**config.mk**
```make
export PLATFORM = sky130hd
export DESIGN_NAME = dot_stream_flat
export DESIGN_NICKNAME = d
export VERILOG_FILES = /design/src/rtl/dot_stream_if.sv /design/src/rtl/dot_stream.sv /design/src/flat_wrapper.sv
export SDC_FILE = /design/constraint.sdc
export NUM_CORES = 1
export LEC_CHECK = 0
export CORE_ASPECT_RATIO = 0.5
export CORE_MARGIN = 5
export CORE_UTILIZATION = 35
export CTS_BUF_LIST = sky130_fd_sc_hd__clkbuf_4
export DETAILED_ROUTE_END_ITERATION = 6
export DONT_BUFFER_PORTS = 1
export PLACE_DENSITY = 0.58
export SLEW_MARGIN = 5
export SYNTH_ARGS = -nofsm -noshare
export SYNTH_HDL_FRONTEND = slang
export SYNTH_SLANG_ARGS = --single-unit
```
**constraint.sdc**
```tcl
create_clock -name CLK -period 8.8 [get_ports CLK]
set_clock_uncertainty 0.1 [all_clocks]
set_input_delay 1.76 -clock CLK [delete_from_list [all_inputs] [get_ports CLK]]
set_output_delay 1.76 -clock CLK [all_outputs]
set_load 0.02 [all_outputs]
```
**src/rtl/dot_stream_if.sv**
```systemverilog
// Streaming interface for dot_stream.
// Input side: in_valid/in_ready handshake carrying signed operands in_a, in_b and an
// in_last flag that marks the final term of a vector.
// Output side: out_valid/out_ready handshake carrying the signed result out_data, the
// term count out_len (saturating at 65535) and the out_ovf range flag.
// Modports: slave = the dot_stream block, master = the producer/consumer driving it.
interface dot_stream_if #(
  parameter int unsigned IN_WIDTH  = 16,
  parameter int unsigned OUT_WIDTH = 32
);
  logic                        in_valid;
  logic                        in_ready;
  logic signed [IN_WIDTH-1:0]  in_a;
  logic signed [IN_WIDTH-1:0]  in_b;
  logic                        in_last;
  logic                        out_valid;
  logic                        out_ready;
  logic signed [OUT_WIDTH-1:0] out_data;
  logic [15:0]                 out_len;
  logic                        out_ovf;

  modport slave (
    input  in_valid, in_a, in_b, in_last, out_ready,
    output in_ready, out_valid, out_data, out_len, out_ovf
  );

  modport master (
    output in_valid, in_a, in_b, in_last, out_ready,
    input  in_ready, out_valid, out_data, out_len, out_ovf
  );
endinterface

```
**src/rtl/dot_stream.sv**
```systemverilog
// dot_stream: streaming signed dot-product engine.
// Beats (a, b, last) are accepted on in_valid & in_ready, multiplied in a two-stage
// pipeline and accumulated; the last beat of a vector pushes {sum, length, overflow}
// into a DEPTH-entry result FIFO and restarts the accumulator.
// Ports:
//   CLK    - clock, rising edge
//   RESET  - synchronous, active-high reset
//   stream - dot_stream_if.slave (input beat handshake and result handshake)
// Build option: define DOT_STREAM_SAT_EN to saturate out_data when the sum does not fit
// in OUT_WIDTH; otherwise out_data carries the low OUT_WIDTH bits of the sum.
module dot_stream #(
  parameter int unsigned IN_WIDTH  = 16,
  parameter int unsigned ACC_WIDTH = 42,
  parameter int unsigned OUT_WIDTH = 32,
  parameter int unsigned DEPTH     = 4
) (
  input logic         CLK,
  input logic         RESET,
  dot_stream_if.slave stream
);

  localparam int unsigned ProdW = 2 * IN_WIDTH;
  localparam int unsigned PtrW  = (DEPTH > 1) ? $clog2(DEPTH) : 1;
  // Wide enough for count plus the two in-flight last beats.
  localparam int unsigned CntW  = $clog2(DEPTH + 3);
  localparam int unsigned TopW  = ACC_WIDTH - OUT_WIDTH + 1;

  logic                       accept;

  logic                       s1_valid_q;
  logic                       s1_last_q;
  logic signed [IN_WIDTH-1:0] s1_a_q;
  logic signed [IN_WIDTH-1:0] s1_b_q;

  logic                       s2_valid_q;
  logic                       s2_last_q;
  logic signed [ProdW-1:0]    s2_prod_q;
  logic signed [ProdW-1:0]    prod_d;

  logic signed [ACC_WIDTH-1:0] acc_q, acc_d;
  logic signed [ACC_WIDTH-1:0] prod_ext;
  logic signed [ACC_WIDTH-1:0] sum;
  logic [15:0]                 len_q, len_d;
  logic [15:0]                 len_inc;

  logic [TopW-1:0]      sum_top;
  logic                 sum_ovf;
  logic [OUT_WIDTH-1:0] push_data;

  logic [OUT_WIDTH-1:0] mem_data_q [DEPTH];
  logic [15:0]          mem_len_q  [DEPTH];
  logic                 mem_ovf_q  [DEPTH];
  logic [PtrW-1:0]      wr_ptr_q, wr_ptr_d;
  logic [PtrW-1:0]      rd_ptr_q, rd_ptr_d;
  logic [CntW-1:0]      count_q, count_d;
  logic                 push;
  logic                 pop;
  logic                 out_valid;

  function automatic logic [PtrW-1:0] ptr_inc(input logic [PtrW-1:0] p);
    return (p == PtrW'(DEPTH - 1)) ? '0 : p + PtrW'(1);
  endfunction

  // Reserve a FIFO slot for every last beat still in the pipeline, so a push can never
  // find the FIFO full. Depends on registered state only.
  assign stream.in_ready = (count_q + CntW'(s1_last_q) + CntW'(s2_last_q)) < CntW'(DEPTH);
  assign accept          = stream.in_valid & stream.in_ready;

  // Pipeline control (valid/last are qualified: last is only set alongside valid).
  always_ff @(posedge CLK) begin
    if (RESET) begin
      s1_valid_q <= 1'b0;
      s1_last_q  <= 1'b0;
      s2_valid_q <= 1'b0;
      s2_last_q  <= 1'b0;
    end else begin
      s1_valid_q <= accept;
      s1_last_q  <= accept & stream.in_last;
      s2_valid_q <= s1_valid_q;
      s2_last_q  <= s1_last_q;
    end
  end

  // Pipeline data; only meaningful when the matching valid is set.
  assign prod_d = ProdW'(s1_a_q) * ProdW'(s1_b_q);

  always_ff @(posedge CLK) begin
    if (accept) begin
      s1_a_q <= stream.in_a;
      s1_b_q <= stream.in_b;
    end
    if (s1_valid_q) begin
      s2_prod_q <= prod_d;
    end
  end

  // Accumulate; the sum wraps modulo 2^ACC_WIDTH.
  assign prod_ext = ACC_WIDTH'(s2_prod_q);
  assign sum      = acc_q + prod_ext;
  assign len_inc  = (len_q == 16'hFFFF) ? len_q : len_q + 16'd1;

  always_comb begin
    acc_d = acc_q;
    len_d = len_q;
    push  = 1'b0;
    if (s2_valid_q) begin
      if (s2_last_q) begin
        push  = 1'b1;
        acc_d = '0;
        len_d = '0;
      end else begin
        acc_d = sum;
        len_d = len_inc;
      end
    end
  end

  always_ff @(posedge CLK) begin
    if (RESET) begin
      acc_q <= '0;
      len_q <= '0;
    end else begin
      acc_q <= acc_d;
      len_q <= len_d;
    end
  end

  // The sum fits OUT_WIDTH iff the bits from OUT_WIDTH-1 upward are all equal.
  assign sum_top = sum[ACC_WIDTH-1:OUT_WIDTH-1];
  assign sum_ovf = ~((&sum_top) | ~(|sum_top));

`ifdef DOT_STREAM_SAT_EN
  always_comb begin
    push_data = sum[OUT_WIDTH-1:0];
    if (sum_ovf) begin
      push_data = sum[ACC_WIDTH-1] ? {1'b1, {(OUT_WIDTH-1){1'b0}}}
                                   : {1'b0, {(OUT_WIDTH-1){1'b1}}};
    end
  end
`else
  assign push_data = sum[OUT_WIDTH-1:0];
`endif

  // Result FIFO.
  assign out_valid = (count_q != '0) & ~RESET;
  assign pop       = out_valid & stream.out_ready;

  always_comb begin
    wr_ptr_d = push ? ptr_inc(wr_ptr_q) : wr_ptr_q;
    rd_ptr_d = pop  ? ptr_inc(rd_ptr_q) : rd_ptr_q;
    count_d  = count_q + CntW'(push) - CntW'(pop);
  end

  always_ff @(posedge CLK) begin
    if (RESET) begin
      wr_ptr_q <= '0;
      rd_ptr_q <= '0;
      count_q  <= '0;
    end else begin
      wr_ptr_q <= wr_ptr_d;
      rd_ptr_q <= rd_ptr_d;
      count_q  <= count_d;
    end
  end

  always_ff @(posedge CLK) begin
    if (push) begin
      mem_data_q[wr_ptr_q] <= push_data;
      mem_len_q[wr_ptr_q]  <= len_inc;
      mem_ovf_q[wr_ptr_q]  <= sum_ovf;
    end
  end

  assign stream.out_valid = out_valid;
  assign stream.out_data  = out_valid ? mem_data_q[rd_ptr_q] : '0;
  assign stream.out_len   = out_valid ? mem_len_q[rd_ptr_q]  : '0;
  assign stream.out_ovf   = out_valid & mem_ovf_q[rd_ptr_q];

endmodule

```
**src/flat_wrapper.sv**
```systemverilog
// flat-port wrapper written by rule: the top's interface ports become plain ports
module dot_stream_flat 
#(
  parameter int unsigned IN_WIDTH  = 16,
  parameter int unsigned ACC_WIDTH = 42,
  parameter int unsigned OUT_WIDTH = 32,
  parameter int unsigned DEPTH     = 4
)
  (CLK, RESET, stream_in_valid, stream_in_a, stream_in_b, stream_in_last, stream_out_ready, stream_in_ready, stream_out_valid, stream_out_data, stream_out_len, stream_out_ovf);
  dot_stream_if #(.IN_WIDTH(IN_WIDTH), .OUT_WIDTH(OUT_WIDTH)) stream_i ();
  input logic CLK;
  input logic RESET;
  input wire logic [$bits(stream_i.in_valid)-1:0] stream_in_valid;
  input wire logic [$bits(stream_i.in_a)-1:0] stream_in_a;
  input wire logic [$bits(stream_i.in_b)-1:0] stream_in_b;
  input wire logic [$bits(stream_i.in_last)-1:0] stream_in_last;
  input wire logic [$bits(stream_i.out_ready)-1:0] stream_out_ready;
  output wire logic [$bits(stream_i.in_ready)-1:0] stream_in_ready;
  output wire logic [$bits(stream_i.out_valid)-1:0] stream_out_valid;
  output wire logic [$bits(stream_i.out_data)-1:0] stream_out_data;
  output wire logic [$bits(stream_i.out_len)-1:0] stream_out_len;
  output wire logic [$bits(stream_i.out_ovf)-1:0] stream_out_ovf;
  assign stream_i.in_valid = stream_in_valid;
  assign stream_i.in_a = stream_in_a;
  assign stream_i.in_b = stream_in_b;
  assign stream_i.in_last = stream_in_last;
  assign stream_i.out_ready = stream_out_ready;
  assign stream_in_ready = stream_i.in_ready;
  assign stream_out_valid = stream_i.out_valid;
  assign stream_out_data = stream_i.out_data;
  assign stream_out_len = stream_i.out_len;
  assign stream_out_ovf = stream_i.out_ovf;
  dot_stream #(.IN_WIDTH(IN_WIDTH), .ACC_WIDTH(ACC_WIDTH), .OUT_WIDTH(OUT_WIDTH), .DEPTH(DEPTH)) u_core (.CLK(CLK), .RESET(RESET), .stream(stream_i));
endmodule
```
==> impl_results.md, run 1 <==
* Outcome: finished, final reports clean
* Critical path class: reg -> reg
* WL met1 at 25.3 mm
* Number of port buffers at 0
* Cts hold-fix bufs at 0
* Area of the multi-input gates at 13600 um2
* CTS tree: built
* H-tree depth at 3
* Synth area leaders: edfxtp_1 (32%), fa_1 (22%), ha_1 (6.8%)
* CP Launch Type: register
* Post-synth EDFFs at 260
* # IOs at 88
* DR WL/cell at 17.4 um
* RSZ-0062 raised after global routing: no
* Total Neg Setup Slack at 0 ps
* Drt total wl at between 50 and 60 mm
* Total setup buffers inserted after CTS at 0
* Max-slew violations at 0
* Clock Pin Slew Worst Setup and Hold Paths at 70 ps
* Most frequent CP cell: fa_1
* Cell count after synthesis at 2080
* Post-synthesis async set-or-reset flop share at 0%
* Layout cells sized above 1 at 10.5%
* Peak Freq at 145 MHz
* Clock root buffer: clkbuf_4
* Slowest cell on crit path: edfxtp_1
* Largest net degree at the start of global routing at 68
* Top cell type's share of synthesized area at between 30% and 40%
* Slew Limit Headroom at a little over a quarter
* Top cells by count, synth: inv_1 (294), fa_1 (264), edfxtp_1 (260), and2_1 (181), nand2_1 (152)
* Crit share post-route at 78.1%
* Vias per std cell at 4.89
* # fillers at approximately 6700
* Main synth FF type: edfxtp_1
* Critical Path AT at 7320 ps
* Clock Latency Late Sink at about 840 ps
* Initial antenna violation count at 4
* CTS Buf Count at just over 80
* Final hold vios at 0
* Starting Density at 35.2%
* Die height at approximately 200 um
* Die extent in x at roughly 380 um
* Area of the mapped netlist at around 24000 um2
* WP buf/inv at 4
* Top sig layer: met4
* Crit. End Element: register
* ANT nets after route at 0
* Detail Route met3 WL at 2.23 mm
* DP HPWL at slightly below 40 mm
* Dominant cell type by area after synthesis: edfxtp_1
* Avg Cell Area, Syn at 11.6 um2
* Core area at ~70000 um2
* CTS Sinks at ~330
* CP cell instances: and2_1 -> fa_1 -> inv_1 -> fa_1 -> fa_1 -> fa_1 -> inv_1 -> fa_1 -> inv_1 -> fa_1 -> inv_1 -> ha_1 -> nand3_1 -> a211oi_1 -> a211oi_2 -> a21boi_1 -> a221o_1 -> nand4_1 -> a41o_1 -> o2111ai_1 -> a21oi_1 -> xnor2_1
* Synth Register Bits at around 330
* Met2 wire len at 25.1 mm
* Register area at between 9000 and 10000 um2
* Layout Nets at between 2000 and 3000
* CP peak stage delay at about 640 ps
* First-pass GRT wire length at slightly below 90 mm
* TritonRoute pass-1 iters at 5
* Synthesis Warnings at 0
* Die area at 74800 um2
* Num rows at slightly below 70
* Post_cts resized at 0
* Worst Path Required at roughly 9300 ps
* RePlAce Congestion at about 0.84
* DR DRC count at 0
* Count of different cell masters after synthesis at 74
* CTS max path bufs at 3
* All-Layer GR Usage at about 15%
* Setup violators final at 0
* Most frequent cell after synthesis: inv_1
* Via Count at 15000
* Slew @ Worst Pin at between 1000 and 1500 ps
* Synth Net Count at roughly 2500
* Layout area overhead at 8.49%
* Max Cap Viol at 0
* Fin crit period at slightly below 7000 ps
* CP delay by family, top: adder cells
* First-iteration detailed-routing DRC count at between 800 and 900
* Min-delay worst type: reg -> reg
* Total grt overflow at 0
* Sequential-to-total area share from yosys stat at a little under two fifths
* Vias in the first global route at 15800
* CP Max Fanout at 16
## registers in the layout (all words and copies together), names as in the netlist, named ones only
name / count
u_core.len_q: 16
u_core.count_q: 3
u_core.rd_ptr_q: 2
u_core.s2_last_q: 1
u_core.wr_ptr_q: 2
u_core.s1_valid_q: 1
u_core.mem_ovf_q: 4
u_core.s2_valid_q: 1
u_core.s1_b_q: 16
u_core.mem_len_q: 64
u_core.s1_last_q: 1
u_core.s2_prod_q: 32
u_core.s1_a_q: 16
u_core.acc_q: 42
u_core.mem_data_q: 128
## layer usage
layer | vias to the layer above | global-route usage, %
li1 | 7071 | -
met1 | 7579 | 20.5
met2 | 286 | 23.5
met3 | 72 | 2.90
met4 | 0 | 3.85
met5 | - | 0
## cell usage in the layout, fill, tap and decap left out, drive strengths merged, types with 48 or more instances in the layout
cell    instances
mux4           49
inv           296
xnor2          60
a21oi          66
nor2          118
fa            264
dfxtp          71
o21ai          48
nand2         153
clkbuf        124
edfxtp        260
and2          182
ha            132
## through the flow
step	hold slack, ps	instances	setup WS, ps	util, %	area, um2
6_report	367	3071	1920	38.2	26200
5_1_grt	383	3070	1560	38.2	26200
4_1_cts	370	3066	1870	38.2	26200
3_5_place_dp	360	2917	1930	36.5	25100
3_3_place_gp	354	2917	2050	36.5	25100
2_1_floorplan	338	2080	2510	-	24200
## path summary, 6_finish.rpt
| kind | from | end | slack (ps) | cells past startpoint |
|---|---|---|---|---|
| max reg2reg | u_core.s1_a_q[7] | u_core.s2_prod_q[30] | 1920 | 22 |
| max | u_core.s1_a_q[7] | u_core.s2_prod_q[30] | 1920 | 22 |
| min reg2reg | u_core.s1_last_q | u_core.s2_last_q | 370 | 1 |
| min | u_core.s1_last_q | u_core.s2_last_q | 370 | 1 |
## layout make-up
type | count | area share [%]
flip-flops and latches | 331 | 35.2
multi-input cells | 1375 | 51.8
inverters | 295 | 4.22
clock buffers | 124 | 3.55
diodes | 5 | 0.0477
repair buffers | 6 | 0.172
clock inverters | 25 | 0.729
well taps | 910 | 4.34
## logic make-up after synthesis
logic type / count (synthesis) / share of synthesized area [%]
adder cells (fa/ha/maj): 396 / 28.7
multiplexers: 51 / 4.65
XOR/XNOR: 85 / 3.08
flip-flops: 331 / 38.1
buffers and inverters: 374 / 5.83
AO/OA/AOI/OAI: 270 / 7.71
AND/OR/NAND/NOR: 573 / 11.9
Power of run 1 is left out: the tool's default activity adds up to more than one toggle a clock period on the data nets, which glitch-free logic cannot reach.
==> run 2, diff against run 1 <==
--- a/config.mk
+++ b/config.mk
@@ -11,7 +11,7 @@
 export CTS_BUF_LIST = sky130_fd_sc_hd__clkbuf_4
 export DETAILED_ROUTE_END_ITERATION = 6
 export DONT_BUFFER_PORTS = 1
-export PLACE_DENSITY = 0.58
+export PLACE_DENSITY = 0.6
 export SLEW_MARGIN = 5
 export SYNTH_ARGS = -nofsm -noshare
 export SYNTH_HDL_FRONTEND = slang
==> constraint.sdc (replaced) <==
create_clock -name CLK -period 6.3 [get_ports CLK]
set_clock_uncertainty 0.1 [all_clocks]
set_input_delay 1.26 -clock CLK [delete_from_list [all_inputs] [get_ports CLK]]
set_output_delay 1.26 -clock CLK [all_outputs]
set_load 0.02 [all_outputs]
==> run 2 against run 1 <==
  * Hold slack improved by 25 ps
  * Final area increased by 4.1%
  * Critical path type unchanged
  * Die area unchanged
  * Via count increased by 2.6%
  * Clock-buffer cell count decreased by 1
  * Maximum frequency increased by 9.9%
  * Routed wire length increased by 0.85%
  * Core utilization increased by 1.6 points
==> impl_results.md, run 2 (synthesis results as in run 1) <==
* Clock Pin Slew Worst Setup and Hold Paths at ~70 ps
* Die height at about 200 um
* Critical Path AT at between 6000 and 7000 ps
* Die extent in x at between 300 and 400 um
* Non-Filler Instances at between 3000 and 4000
* First-iteration detailed-routing DRC count at approximately 1000
* Placement Setup Slack at -106 ps
* Critical path class: reg -> reg
* CTS Buf Count at 80
* CTS max path bufs at 3
* Die area at between 70000 and 80000 um2
* Commonest cells after routing, fill and taps aside: inv_1 (284), edfxtp_1 (260), fa_1 (249)
* TritonRoute pass-1 iters at 5
* Drt total wl at 54.0 mm
* CP Launch Type: register
* Total Neg Setup Slack at 0 ps
* CTS tree: built
* # fillers at about 6500
* Placed cells at 2983
* Total grt overflow at 0
* Largest register FFs at around 130
* Initial antenna violation count at 14
* Largest regs: u_core.mem_data_q x128, u_core.mem_len_q x64, u_core.acc_q x42
* Largest net degree at the start of global routing at between 60 and 70
* Setup WS post-layout at approximately 44 ps
* Final hold vios at 0
* ANT nets after route at 0
* Number of port buffers at 0
* H-tree depth at 3
* Clock root buffer: clkbuf_4
* Via Count at about 15000
* All-Layer GR Usage at about 15%
* Num rows at 68
* Cts hold-fix bufs at 0
* Core area at 68700 um2
* Fin crit period at between 6000 and 7000 ps
* First-pass GRT wire length at roughly 87 mm
* DR DRC count at 0
* Layout area overhead at 12.9%
* Peak Freq at between 150 and 200 MHz
* Crit. End Element: register
* Min-delay worst type: reg -> reg
* Starting Density at between 30% and 40%
* Outcome: finished, final reports clean
* Layout cells sized above 1 at between 15 and 20%
* Vias per std cell at 4.85
* Vias in the first global route at 16000
* Commonest non-fill, non-tap cell in the layout: inv_1
* Slew Limit Headroom at 24.3%
* Crit share post-route at ~100%
* RSZ-0062 raised after global routing: yes
* Setup violators final at 0
* CP Max Fanout at 5
* Worst Path Required at approximately 6700 ps
* DR WL/cell at 17.0 um
* Clock Latency Late Sink at between 800 and 900 ps
* DP HPWL at 40.1 mm
* CTS Sinks at between 300 and 400
* Most flops, register: u_core.mem_data_q
* Layout Nets at approximately 2600
* Max-slew violations at 0
* Slew @ Worst Pin at around 1100 ps
* Max Cap Viol at 0
* # IOs at a little under 90
* RePlAce Congestion at around 0.84
==> run 2: changes by cell type in the layout (fill, tap and decap cells not counted), moves of 9 or more <==
cell	before	now
and2_1	180	171
and2_4	0	9
buf_4	6	92
buf_6	0	14
fa_1	264	249
fa_2	0	15
ha_1	132	119
ha_4	0	10
inv_1	294	284
inv_2	2	12
==> run 2: final timing paths <==
path / from / end / slack [ps] / cells after the start
max reg2reg: u_core.s1_b_q[4] / u_core.s2_prod_q[30] / 40 / 23
min reg2reg: u_core.s1_last_q / u_core.s2_last_q / 390 / 1
max: u_core.s1_b_q[4] / u_core.s2_prod_q[30] / 40 / 23
min: u_core.s1_last_q / u_core.s2_last_q / 390 / 1
==> run 2: routing by layer <==
metal / wire length, um / share of wire (%) / GRT usage [%] / up-vias
met5: 110 / 0.20 / 0 / -
met4: 639 / 1.2 / 3.18 / 16
met3: 2560 / 4.7 / 3.60 / 74
met2: 25800 / 48 / 23.9 / 234
met1: 24900 / 46 / 19.6 / 7789
li1: - / - / - / 7285
==> run 2: per-stage QoR <==
stage	util, %	hold WS (ps)	area [um2]
2_1_floorplan	-	338	24200
3_3_place_gp	37.3	369	25600
3_5_place_dp	37.3	375	25600
4_1_cts	39.0	319	26800
5_1_grt	39.7	325	27300
6_report	39.7	392	27300
==> run 2: what timing repair did <==
| action | in CTS | in global routing |
|---|---|---|
| cloned | 0 | 0 |
| endpoints found under the setup margin | 4 | 7 |
| resized for setup | 9 | 74 |
| buffers inserted | 6 | 31 |
| pin swaps | 11 | 53 |
==> run 2: area by class of cell <==
type | instances | area, um2 | area share [%]
well taps | 910 | 1140 | 4.17
clock inverters | 23 | 161 | 0.591
diodes | 8 | 20.0 | 0.0733
flip-flops and latches | 331 | 9230 | 33.8
inverters | 295 | 1110 | 4.05
multi-input cells | 1375 | 13800 | 50.7
clock buffers | 123 | 923 | 3.38
repair buffers | 108 | 888 | 3.25
==> run 2: worst max-delay path, cell delays in order (launching register included) <==
cell and delay [ps]:
edfxtp_1 410, buf_4 160, buf_6 120, and2_4 150, fa_1 520, inv_1 50
fa_1 450, fa_1 520, inv_2 50, fa_1 460, fa_1 530, inv_1 50
fa_1 490, inv_2 40, ha_4 220, a211oi_4 240, a22oi_2 110, a21boi_2 170
a221o_1 370, nand4_1 120, a41o_1 220, o2111ai_1 120, a21oi_1 190, xnor2_1 100
Power of run 2 is left out for the same reason.
==> run 3, diff against run 2 <==
--- a/config.mk
+++ b/config.mk
@@ -7,11 +7,11 @@
 export LEC_CHECK = 0
 export CORE_ASPECT_RATIO = 0.5
 export CORE_MARGIN = 5
-export CORE_UTILIZATION = 35
+export CORE_UTILIZATION = 25
 export CTS_BUF_LIST = sky130_fd_sc_hd__clkbuf_4
 export DETAILED_ROUTE_END_ITERATION = 6
 export DONT_BUFFER_PORTS = 1
-export PLACE_DENSITY = 0.6
+export PLACE_DENSITY = 0.49
 export SLEW_MARGIN = 5
 export SYNTH_ARGS = -nofsm -noshare
 export SYNTH_HDL_FRONTEND = slang
==> constraint.sdc (replaced) <==
create_clock -name CLK -period 5.45 [get_ports CLK]
set_clock_uncertainty 0.1 [all_clocks]
set_input_delay 1.09 -clock CLK [delete_from_list [all_inputs] [get_ports CLK]]
set_output_delay 1.09 -clock CLK [all_outputs]
set_load 0.02 [all_outputs]
==> run 3 against run 2 <==
  * Via count increased by 1.9%
  * Largest cell class unchanged
  * Register-to-register slack worse by 760 ps
  * Critical path depth decreased by 1
  * Critical endpoint is now u_core.s2_prod_q[22]
  * Core utilization fell by 9.7 points
  * Worst setup slack got worse by 760 ps
  * Flip-flop and latch count unchanged
  * Sequential share of layout area fell by 1.7 points
  * The run now ends with negative setup slack left
  * Highest routed layer unchanged
  * Global-route usage down 2.9 points
  * Non-clock buffer count is 103 higher
  * Die area increased by 38%
==> impl_results.md, run 3 (synthesis results as in run 1) <==
* CTS Sinks at around 330
* Failing checks: negative setup slack
* TritonRoute pass-1 iters at 5
* Die area at slightly above 100000 um2
* Vias per std cell at about 4.3
* Max-slew violations at 0
* First-pass GRT wire length at between 90 and 100 mm
* Clock Pin Slew Worst Setup and Hold Paths at 70 ps
* Vias in the first global route at 17000
* RSZ-0062 raised after global routing: yes
* DR WL/cell at between 15 and 20 um
* Clock root buffer: clkbuf_4
* Max Cap Viol at 0
* Num rows at 80
* Layout Nets at between 2000 and 3000
* Largest regs: u_core.mem_data_q x128, u_core.mem_len_q x64, u_core.acc_q x42
* All-Layer GR Usage at between 10% and 20%
* Largest register FFs at 128
* Die height at around 230 um
* Setup violators final at 16
* RePlAce Congestion at roughly 0.8
* DP HPWL at 45.2 mm
* Crit. End Element: register
* First-iteration detailed-routing DRC count at about 780
* Setup WS post-layout at -718 ps
* Commonest non-fill, non-tap cell in the layout: inv_1
* Most flops, register: u_core.mem_data_q
* CP Launch Type: register
* Slew Limit Headroom at 33.7%
* Commonest cells after routing, fill and taps aside: inv_1 (279), edfxtp_1 (260), fa_1 (253)
* Min-delay worst type: in -> reg
* CTS tree: built
* Cts hold-fix bufs at 0
* Starting Density at approximately a quarter
* Die extent in x at between 400 and 500 um
* Largest net degree at the start of global routing at between 60 and 70
* Initial antenna violation count at 12
* Number of port buffers at 0
* Slew @ Worst Pin at 994 ps
* H-tree depth at 3
* ANT nets after route at 0
* # IOs at 88
* Worst Path Required at about 5900 ps
* Critical path class: reg -> reg
* CTS Buf Count at 83
* Core area at between 90000 and 100000 um2
* Critical Path AT at between 6000 and 7000 ps
* Final hold vios at 0
* Layout cells sized above 1 at 21.7%
* Placement Setup Slack at -741 ps
* Fin crit period at between 6000 and 7000 ps
* Layout area overhead at 18.8%
* Drt total wl at slightly below 60 mm
* CTS max path bufs at 3
* Total grt overflow at 0
* Crit share post-route at 113%
* Outcome: finished, violations left
* Peak Freq at ~160 MHz
* CP Max Fanout at 5
* Clock Latency Late Sink at just over 800 ps
* Post-layout util at between 30% and 40%
* Via Count at between 15000 and 20000
* DR DRC count at 0
[run 3: cell types whose count changed in the layout (fill, tap and decap cells not counted), moves of 5 or more]
cell | before | now
inv_1 | 284 | 279
buf_4 | 92 | 181
buf_6 | 14 | 22
buf_12 | 2 | 7
[run 3: stage by stage]
stage	setup TNS, ps	hold WS (ps)	instances	instance area [um2]
after floorplan	-2100	338	2080	24400
after global routing	-11090	132	3636	28700
after detailed placement	-7310	373	3445	27000
after global placement	-6450	371	3445	27000
after CTS	-6890	114	3613	28300
final	-7280	240	3641	28700
[run 3: metal layers]
layer  wire length [um]  global-route usage [%]  part of all wire [%]  vias to the layer above
li1                   -                       -                     -                     7502
met1              28400                    15.5                    48                     7863
met2              27800                    18.9                    47                      232
met3               2470                    2.61                   4.1                       77
met4                925                    3.10                   1.6                       10
met5                 71                       0                  0.12                        -
[run 3: what timing repair did]
action,CTS,global route
pin swaps,27,44
resized for setup,39,69
gates cloned,1,0
endpoints found under the setup margin,17,21
endpoints found under the hold margin,0,0
setup buffers,19,19
[run 3: layout make-up]
type                    count  area (um2)
clock buffers             125         938
fillers                  9861       66900
inverters                 295        1110
multi-input cells        1375       13900
repair buffers            211        1770
diodes                      9        22.5
clock inverters            24         134
flip-flops and latches    331        9230
well taps                1271        1590
[run 3: worst paths after layout]
| kind | cells after the start | slack (ps) | end | start |
|---|---|---|---|---|
| hold / removal | 1 | 240 | u_core.count_q[1] | RESET |
| setup / recovery | 22 | -720 | u_core.s2_prod_q[22] | u_core.s1_b_q[4] |
| setup reg to reg | 22 | -720 | u_core.s2_prod_q[22] | u_core.s1_b_q[4] |
| hold reg to reg | 1 | 380 | u_core.s2_last_q | u_core.s1_last_q |
[run 3: worst max-delay path, stage by stage (launching register included)]
cell	delay [ps]
edfxtp_1	430
buf_6	150
and2_4	150
fa_1	550
inv_2	40
fa_1	470
fa_1	520
inv_2	50
fa_1	460
fa_1	500
fa_1	610
ha_4	230
nand3_2	60
a211oi_2	40
a211oi_2	300
a21boi_2	100
a221o_1	350
buf_4	150
buf_6	110
a31oi_4	190
o21bai_1	90
a21oi_1	170
xnor2_1	80
Power of run 3 is left out for the same reason.
